$ cat src/rtl/fc1_wstream_fifo.sv
// fc1_wstream_fifo: show-ahead FIFO buffering FC1 weight groups for the FC engine.
// Head group is presented combinationally; count is held in its own register.
module fc1_wstream_fifo #(
    parameter int NUM_PE = 4,
    parameter int DEPTH  = 16,
    parameter int CW     = $clog2(DEPTH) + 1
) (
    input  logic                  clk,
    input  logic                  rst_ni,
    input  logic                  clear,
    input  logic                  wr_en,
    input  logic [NUM_PE*8-1:0]   wr_data,
    output logic                  wr_ready,
    input  logic                  rd_next,
    output logic signed [7:0]     w_stream [NUM_PE],
    output logic                  w_valid,
    output logic [CW-1:0]         count,
    output logic                  full,
    output logic                  empty,
    output logic                  overflow,
    output logic                  underflow,
    output logic [15:0]           consumed
);
    localparam int AW = $clog2(DEPTH);

    logic [NUM_PE*8-1:0] r_mem [DEPTH];
    logic [AW-1:0]       r_wp;
    logic [AW-1:0]       r_rp;
    logic [CW-1:0]       r_count;
    logic                r_ovf;
    logic                r_udf;
    logic [15:0]         r_consumed;

    logic                w_full;
    logic                w_empty;
    logic                w_push;
    logic                w_pop;
    logic [NUM_PE*8-1:0] w_head;

    assign w_full  = (r_count == CW'(DEPTH));
    assign w_empty = (r_count == '0);
    // A pop in the same cycle frees the slot, so a full FIFO still accepts
    assign w_push  = wr_en & (~w_full | rd_next) & ~clear;
    assign w_pop   = rd_next & ~w_empty & ~clear;

    always_ff @(posedge clk) begin
        if (w_push) begin
            r_mem[r_wp] <= wr_data;
        end
    end

    always_ff @(posedge clk or negedge rst_ni) begin
        if (!rst_ni) begin
            r_wp       <= '0;
            r_rp       <= '0;
            r_count    <= '0;
            r_ovf      <= 1'b0;
            r_udf      <= 1'b0;
            r_consumed <= '0;
        end else if (clear) begin
            r_wp       <= '0;
            r_rp       <= '0;
            r_count    <= '0;
            r_ovf      <= 1'b0;
            r_udf      <= 1'b0;
            r_consumed <= '0;
        end else begin
            if (w_push) begin
                r_wp <= r_wp + 1'b1;
            end
            if (w_pop) begin
                r_rp       <= r_rp + 1'b1;
                r_consumed <= r_consumed + 16'd1;
            end
            if (w_push && !w_pop) begin
                r_count <= r_count + 1'b1;
            end else if (w_pop && !w_push) begin
                r_count <= r_count - 1'b1;
            end
            if (wr_en && w_full && !rd_next) begin
                r_ovf <= 1'b1;
            end
            if (rd_next && w_empty) begin
                r_udf <= 1'b1;
            end
        end
    end

    assign w_head = r_mem[r_rp];

    always_comb begin
        for (int p = 0; p < NUM_PE; p++) begin
            w_stream[p] = w_empty ? 8'sd0 : w_head[8*p +: 8];
        end
    end

    assign w_valid   = ~w_empty;
    assign wr_ready  = ~w_full;
    assign count     = r_count;
    assign full      = w_full;
    assign empty     = w_empty;
    assign overflow  = r_ovf;
    assign underflow = r_udf;
    assign consumed  = r_consumed;

endmodule

$ cat config.mk
export PLATFORM = sky130hd
export DESIGN_NAME = fc1_wstream_fifo
export DESIGN_NICKNAME = d
export VERILOG_FILES = /design/src/rtl/fc1_wstream_fifo.sv
export SDC_FILE = /design/constraint.sdc
export NUM_CORES = 1
export LEC_CHECK = 0
export ABC_AREA = 1
export BUFFER_PORTS_ARGS = -buffer_cell sky130_fd_sc_hd__buf_2
export CORE_MARGIN = 3
export CORE_UTILIZATION = 28
export DETAILED_ROUTE_END_ITERATION = 16
export MAX_ROUTING_LAYER = met4
export PLACE_DENSITY_LB_ADDON = 0.08
export SLEW_MARGIN = 5
export SYNTH_ARGS = -nofsm -noshare
export SYNTH_HDL_FRONTEND = slang
export SYNTH_SLANG_ARGS = --single-unit
$ cat constraint.sdc
create_clock -name clk -period 3.44 [get_ports clk]
set_input_delay 0.516 -clock clk [delete_from_list [all_inputs] [get_ports clk]]
set_output_delay 0.516 -clock clk [all_outputs]
set_load 0.005 [all_outputs]
## Yosys cells after proc, flatten, opt, wreduce, memory -nomap -nowiden

Memory sizes are Yosys's and may differ from the RTL's.
Index checks and enable logic that the tools add are counted.

- Bits in registers: 31
- Memory bits (writable): 512
- Output and inout port bits: 59
- Memories kept: 1

- Add/subtract/negate cells: 5
- Eq/ne operators: 1
- Mux-type cells: 19
- Bitwise operators: 8
- Reduce and logical (&&, ||, !) cells: 14

Memories:

| memory | words | width | rd ports | clocked after memory_dff | wr ports | RTL line | text |
|---|---|---|---|---|---|---|---|
| r_mem | 16 | 32 | 1 | 0 | 1 | 26 | `logic [NUM_PE*8-1:0] r_mem [DEPTH];` |

Operator list:

| cell | count |
|---|---|
| $mux W16 | 2 |
| $mux W8 | 4 |
| $add A16 B1 Y16 const B | 1 |
| $mux W4 | 4 |
| $mux W5 | 3 |
| $add A4 B1 Y4 const B | 2 |
| $reduce_bool A2 Y1 | 4 |
| $mux W1 | 6 |
| $add A5 B1 Y5 const B | 1 |
| $eq A5 B5 Y1 const B | 1 |
| $logic_and A1 B1 Y1 | 5 |
| $logic_not A5 Y1 | 1 |
| $sub A5 B1 Y5 const B | 1 |
| $and A1 B1 Y1 | 4 |
| $logic_not A1 Y1 | 3 |
| $not A1 Y1 | 3 |
| $reduce_bool A3 Y1 | 1 |
| $or A1 B1 Y1 | 1 |

## Longest topological paths before layout

Gate-level depths: netlist (run 1).

- Depth after elaboration: 10
- Depth in mapped cells: 15

## Worst setup path before layout (run 1)

OpenSTA, ideal clock, no wires.

- Path type: register to register
- Start: register r_count[0] (netlist: count[0])
- End: memory r_mem[3][0] (netlist name), enable pin
- Setup time: 0.461 ns
- Data arrival time: 3.287 ns
- Path slack: -0.309 ns
- Stages on the path, launching flop included: 7
- Path through: dfrtp_1 nor2_2 nand3_1 nor2_1 nor2_1 nand2_1 nor3_1

- Cells in the longest elaborated chain, start to end: 7

RTL lines:

| item | RTL line | text |
|---|---|---|
| from (decl) | 29 | `logic [CW-1:0] r_count;` |
| from (signal assigned) | 76 | `r_count <= r_count + 1'b1;` |
| from (signal assigned) | 78 | `r_count <= r_count - 1'b1;` |
| $eq A5 B5 Y1 | 40 | `assign w_full = (r_count == CW'(DEPTH));` |
| $not A1 Y1 | - |  |
| net wr_ready | 13 | `output logic wr_ready,` |
| $or A1 B1 Y1 | 43 | `assign w_push = wr_en & (~w_full \| rd_next) & ~clear;` |
| $and A1 B1 Y1 (2 in series) | 43 |  |
| $mux W1 | 47 | `if (w_push) begin` |
| $mux W1 (not written as such) | 48 | `r_mem[r_wp] <= wr_data;` |
| to (decl) | 26 |  |

The timed path passes the listed nets, and every way through them passes these cells.

==> metrics.md, run 1 <==
| Metric | Value |
|---|---|
| Flops & latches, synth | 543 |
| DR WL/cell | 22.1 um |
| Global placement routability congestion | 0.782 |
| First-pass GRT wire length | 97800 um |
| Post-route antenna net violation count | 0 |
| Post-DP Area | 0.0241 sq mm |
| Total wire length | 66200 um |
| Endpoints failing setup | 0 |
| Top FF cell, synth | edfxtp_1 |
| Via density | 4.71 |
| Final HPWL from detailed placement | 35800 um |
| Final hold violation count | 0 |
| Layout area overhead | 18.6% |
| CTS Hold Buffers Added | 0 |
| Main combinational cell family by area after synthesis | simple AND/OR/NAND/NOR gates |
| Post-synthesis mux area share | 0.0145 |
| DRT Pass-1 Iters | 5 |
| Core area | 0.0777 sq mm |
| Cell Chain, Critical Path | buf_4 > buf_12 > o21ai_0 > o22ai_1 > nand2_1 > nand2_1 > nand2_1 > nor2_1 > buf_2 |
| Post-synth EDFFs | 512 |
| NumNets Final | 1955 |
| # DRC | 0 |
| Final std cells w/o fill | 2997 |
| Setup Skew | 14.7 ps |
| CP Data Required Time | 2920 ps |
| Reg-to-Reg Start | count[0] |
| Post-synth cell types | 37 |
| Sequential cell area fraction in the yosys report | 0.733 |
| Clk slew on worst S/H paths | 60 ps |
| Element type at the critical path end | primary output |
| Commonest non-fill, non-tap cell in the layout | edfxtp_1 |
| Gr usage total | 0.166 |
| Number of instances in the placed design | 2878 |
| DIE HEIGHT | 287 um |
| Peak Freq | 313 MHz |
| HP Class | in -> async |
| Via count | 14100 |
| Simple-Gate Fraction of Synth Area | 0.121 |
| Slew HR | 0.472 |
| IO buf count | 95 |
| Setup repair bufs after CTS | 0 |
| Compound-Gate Fraction of Synth Area | 0.0923 |
| CTS tree | done |
| Setup WS post-layout | 248 ps |
| Die area | 0.0821 sq mm |
| Post-CTS sizing | 0 |
| FILL cells | 7678 |
| Period utilization | 0.928 |
| Worst path max stage delay | 440 ps |
| Place WS | 704 ps |
| Initial antenna violation count | 4 |
| Number of CTS-inserted buffers | 67 |
| Clk root buf | clkbuf_16 |
| R2r setup slk | 1060 ps |
| Worst-Margin Slew | 792 ps |
| Commonest non-fill, non-tap cells in the layout | edfxtp_1 (512), nand2_1 (378), nor2_1 (181), a21oi_1 (138), o21ai_0 (115) |
| Syn Std Cell Area | 0.0220 sq mm |
| Post-synthesis adder-cell area fraction | 0.00658 |
| Share of cells above drive strength 1 | 0.148 |
| Worst Path Arrival | 2680 ps |
| Setup CP Type | reg -> out |
| Worst-skew pair later-pin latency | 590 ps |
| Worst R2R End | r_mem[12][25] |
| Yosys warnings | 0 |
| RSZ-0062 raised after global routing | false |
| Final Util | 0.337 |
| Min cycle time layout | 3190 ps |
| Final total power | 17.5 mW |
| Leakage Power | 9.24 nW |
| Largest net degree at the start of global routing | 79 |
| Design area | 0.0262 sq mm |
| CP max-delay cell | dfrtp_4 |
| Net Count, Synth | 1826 |
| Max-slew violation count | 0 |
| Setup crit start kind | flop |
| Number of core rows | 102 |
| Max FO, Critical Path | 78 |
| Vias in the first global route | 14300 |
| Ys async rst share | 0.0571 |
| Detailed router's first-iteration violation count | 929 |
| Die Wd | 287 um |
| Initial core utilization | 0.284 |
| TritonCTS sink count | 543 |
| # IOs | 96 |
| Syn Area/Cell | 12.4 sq um |
| CP dominant cell by count | nand2_1 |
| Clock Path Buffers | 3 |
| Htree depth | 3 |
| Pwr per Cell Area | 671 mW/mm^2 |
| Maxcap violations | 0 |
| Synth Instances | 1778 |
| Outcome | finished clean |
| Reg2Reg Depth | 7 |
| Post-Synth XOR/XNOR Area | 0.00119 |
| VDD IR-drop max | 302 uV |
| GR Overflow Total | 0 |
==> Yosys cell counts, types with 2 or more instances <==
cell	instances	area [sq um]
buf_1	2	7.51
ha_1	10	125
o22ai_1	64	400
mux2i_1	32	320
a21oi_1	138	691
xnor2_1	2	17.5
inv_1	34	128
nand3_1	19	95.1
o21ai_0	115	576
buf_4	9	67.6
buf_2	30	150
nor2_2	3	18.8
dfrtp_1	31	776
nand4_1	15	93.8
nor3_1	53	265
clkbuf_1	46	173
o21ai_1	64	320
edfxtp_1	512	15400
nand2_4	2	22.5
buf_6	13	146
nand2_1	380	1430
nand2_2	2	12.5
nor2_1	185	694
inv_2	4	15.0
==> sequential cells by signal (all words and copies together), names as in the netlist <==
name and cells:
r_rp 4, overflow 1, count 5, consumed 16
r_wp 4, r_mem 512, underflow 1
==> routing by layer <==
metal,global-route usage,routed length (um),vias up
met2,0.273,32500,238
met5,-,0,-
met1,0.217,30300,7133
met3,0.0247,2290,85
li1,-,-,6667
met4,0.0383,1070,0
==> power by group <==
| part | leakage [nW] | switching (mW) | internal (mW) |
|---|---|---|---|
| Sequential | 5.03 | 0.0776 | 7.34 |
| Clock | 1.03 | 2.68 | 4.06 |
| Combinational | 3.18 | 2.26 | 1.12 |
==> critical path, delay by kind of cell, from the launching register on <==
kind,cells,cell delay [ps]
buffers and inverters,3,760
AOI/OAI and AO/OA,2,410
and+or+nand+nor,4,360
DFF,1,440
==> cell type report <==
class	instances	area, sq um	area share
Inverter	40	159	0.00608
Clock buffer	86	1880	0.0717
Timing Repair Buffer	160	1130	0.0431
Clock inverter	32	223	0.00851
Tap cell	1040	1300	0.0497
Antenna cell	1	2.50	0.0000957
Sequential cell	543	16200	0.618
Multi-Input combinational cell	1095	5310	0.203
==> through the flow <==
step	hold WS, ps	TNS, ps
global route	68.5	0
finish	22.4	0
global placement	480	0
floorplan	220	-49930
detailed placement	496	0
CTS	12.1	0
==> logic make-up (layout without fill, tap and decap cells) <==
group / after synthesis / after routing
DFF: 543 / 543
xor gates and xnor gates: 3 / 3
buffers and inverters: 140 / 318
muxes: 32 / 32
other: 0 / 1
and+or+nand+nor: 663 / 663
adders and majority gates: 11 / 11
AOI/OAI and AO/OA: 386 / 386
==> worst max-delay path by stage <==
stage | from | endpoint | slack [ps] | depth (start not counted)
floorplan | count[0] | r_mem[3][0] | -310 | 6
global placement | r_rp[0] | w_stream[12] | 730 | 9
detailed placement | r_rp[0] | w_stream[12] | 700 | 9
CTS | r_rp[0] | w_stream[12] | 50 | 9
global route | r_rp[0] | w_stream[13] | 8 | 9
finish | r_rp[0] | w_stream[13] | 250 | 9
No activity file was read; power rests on OpenSTA's default activity.
==> inputs of run 2 (changes only) <==
==> constraint.sdc (replaced) <==
create_clock -name clk -period 3.44 [get_ports clk]
set_input_delay 0.86 -clock clk [delete_from_list [all_inputs] [get_ports clk]]
set_output_delay 0.86 -clock clk [all_outputs]
set_load 0.005 [all_outputs]
==> run 2 against run 1 <==
Against the previous run:
- clock skew is 7.0 ps higher
- non-clock buffer count is 8 higher
- sequential cell count did not move
- critical path depth shrank 3
- sequential power barely moved
- largest cell class unchanged
- power is 0.57% higher
- cell count is 0.20% higher
- combinational power increased by 6%
- global-route usage increased by 0.25 points
- clock power fell by 1%
==> metrics.md, run 2 (synthesized netlist as in run 1, its figures left out) <==
| Metric | Value |
|---|---|
| Reg2Reg Depth | 13 (+6) |
| DIE HEIGHT | 287 um (unchanged) |
| Initial antenna violation count | 2 (-2) |
| CTS Hold Buffers Added | 0 (unchanged) |
| TritonCTS sink count | 543 (unchanged) |
| Element type at the critical path end | primary output |
| Commonest non-fill, non-tap cell in the layout | edfxtp_1 |
| Leakage Power | 9.29 nW (+0.54%) |
| Clock Path Buffers | 3 (unchanged) |
| GR Overflow Total | 0 (unchanged) |
| Final hold violation count | 0 (unchanged) |
| Detailed router's first-iteration violation count | 859 (-7.5%) |
| Max FO, Critical Path | 21 (-73%) |
| CTS tree | done |
| Design area | 0.0263 sq mm (+0.58%) |
| Pwr per Cell Area | 671 mW/mm^2 (about the same) |
| Die area | 0.0821 sq mm (unchanged) |
| Outcome | finished clean |
| Htree depth | 3 (unchanged) |
| ANT cells | 0 (-1) |
| R2r setup slk | 760 ps (-300 ps) |
| Endpoints failing setup | 0 (unchanged) |
| Commonest non-fill, non-tap cells in the layout | edfxtp_1 (512), nand2_1 (378), nor2_1 (179), a21oi_1 (137), o21ai_0 (115) |
| RSZ-0062 raised after global routing | false |
| Slew HR | 0.453 (-0.0190) |
| Cell Chain, Critical Path | nand2_4 > buf_4 > o21ai_1 > a21oi_1 > nor2_1 > buf_2 |
| Number of CTS-inserted buffers | 66 (-1.5%) |
| Via count | 14100 (-0.099%) |
| Layout area overhead | 19.3% |
| Final HPWL from detailed placement | 36300 um (+1.4%) |
| CP max-delay cell | dfrtp_1 |
| Largest net degree at the start of global routing | 66 (-16%) |
| Setup crit start | r_rp[2] |
| Core area | 0.0777 sq mm (unchanged) |
| Final Util | 0.338 (+0.00195) |
| Share of cells above drive strength 1 | 0.150 (+0.00151) |
| Worst-Margin Slew | 821 ps (+28.5 ps) |
| # DRC | 0 (unchanged) |
| Peak Freq | 297 MHz (-5.3%) |
| Max-slew violation count | 0 (unchanged) |
| Max reg flops | 512 (unchanged) |
| Worst-skew pair later-pin latency | 590 ps (about the same) |
| Number of core rows | 102 (unchanged) |
| Worst Path Arrival | 2510 ps (-170 ps) |
| Setup Skew | 21.6 ps (+6.97 ps) |
| Setup crit start kind | flop |
| Total wire length | 67100 um (+1.4%) |
| Via density | 4.70 (-0.30%) |
| First-pass GRT wire length | 99100 um (+1.4%) |
| CP Data Required Time | 2580 ps (-340 ps) |
| Gr usage total | 0.168 (+0.00247) |
| Initial core utilization | 0.284 (unchanged) |
| Clk root buf | clkbuf_16 |
| Min cycle time layout | 3370 ps (+178 ps) |
| Global placement routability congestion | 0.727 (-7.0%) |
| Number of instances in the placed design | 2876 (-0.069%) |
| Maxcap violations | 0 (unchanged) |
| Period utilization | 0.980 (+0.0518) |
| DRT Pass-1 Iters | 5 (unchanged) |
| Worst path max stage delay | 470 ps (+30 ps) |
| Setup CP Type | reg -> out |
| NumNets Final | 1962 (+0.36%) |
| Vias in the first global route | 14600 (+2.2%) |
| Post-route antenna net violation count | 0 (unchanged) |
| # IOs | 96 (unchanged) |
| Clk slew on worst S/H paths | 60 ps (about the same) |
| IO buf count | 95 (unchanged) |
| HP Class | in -> async |
| Reg-to-Reg Start | count[1] |
| Post-DP Area | 0.0241 sq mm (about the same) |
| Final std cells w/o fill | 3003 (+0.20%) |
| Largest Register | r_mem |
| VDD IR-drop max | 337 uV (+12%) |
| Worst R2R End | count[4] |
| DR WL/cell | 22.4 um (+1.2%) |
| Die Wd | 287 um (unchanged) |
==> run 2: cell count changes in the layout (fill, tap and decap cells not counted), sizes merged <==
| cell | previous run | this run |
|---|---|---|
| inv | 38 | 40 |
| bufinv | 3 | 5 |
| bufbuf | 0 | 2 |
| diode | 1 | 0 |
| clkinvlp | 1 | 0 |
| clkinv | 30 | 25 |
| buf | 160 | 166 |
| clkbuf | 86 | 87 |
==> run 2: through the flow <==
step	hold WS [ps]	TNS, ps	power, mW	setup WS [ps]
global route	428	0	18.6	0.262
finish	376	0	17.6	69.7
detailed placement	487	0	11.0	500
global placement	478	0	11.0	512
CTS	381	0	17.9	1.67
floorplan	486	-140080	9.66	-497
==> run 2: critical path: cells and delay by family, from the launching register on <==
family / cells / cell delay [ps]
buf+inv: 2 / 550
flops: 1 / 470
compound gates: 2 / 420
simple gates: 2 / 470
==> run 2: cell type report <==
class | count | area (sq um)
clock inverter | 30 | 272
multi-input combinational | 1095 | 5330
inverter | 40 | 178
clock buffer | 87 | 1750
sequential | 543 | 16200
fill | 7683 | 51400
timing repair buffer | 168 | 1320
tap | 1040 | 1300
==> run 2: how the worst max path moves through the flow <==
stage	to	slack, ps	depth (start not counted)
final	w_stream[11]	70	6
after global routing	w_stream[11]	0.3	6
after CTS	w_stream[21]	2	8
after detailed placement	w_stream[25]	500	7
after global placement	w_stream[21]	510	9
after floorplan	r_mem[3][0]	-500	4
==> run 2: power breakdown <==
part	total, mW	switching [mW]	internal, mW	leakage [nW]
sequential	7.43	0.0863	7.34	5.03
clock	6.64	2.69	3.95	0.985
combinational	3.58	2.34	1.24	3.28
==> run 2: what timing repair did <==
action,in CTS,in global routing
pin swaps,0,1
setup buffers,2,6
setup endpoints to repair,32,26
cloned,2,0
gates resized for setup,10,7
==> run 2: metal layers <==
layer / share of wire / routed length, um / track usage / vias to the layer above
met5: 0 / 0 / - / -
met4: 0.022 / 1470 / 0.0476 / 0
met3: 0.036 / 2430 / 0.0222 / 102
met2: 0.48 / 32400 / 0.271 / 265
met1: 0.46 / 30900 / 0.223 / 7060
li1: - / - / - / 6682
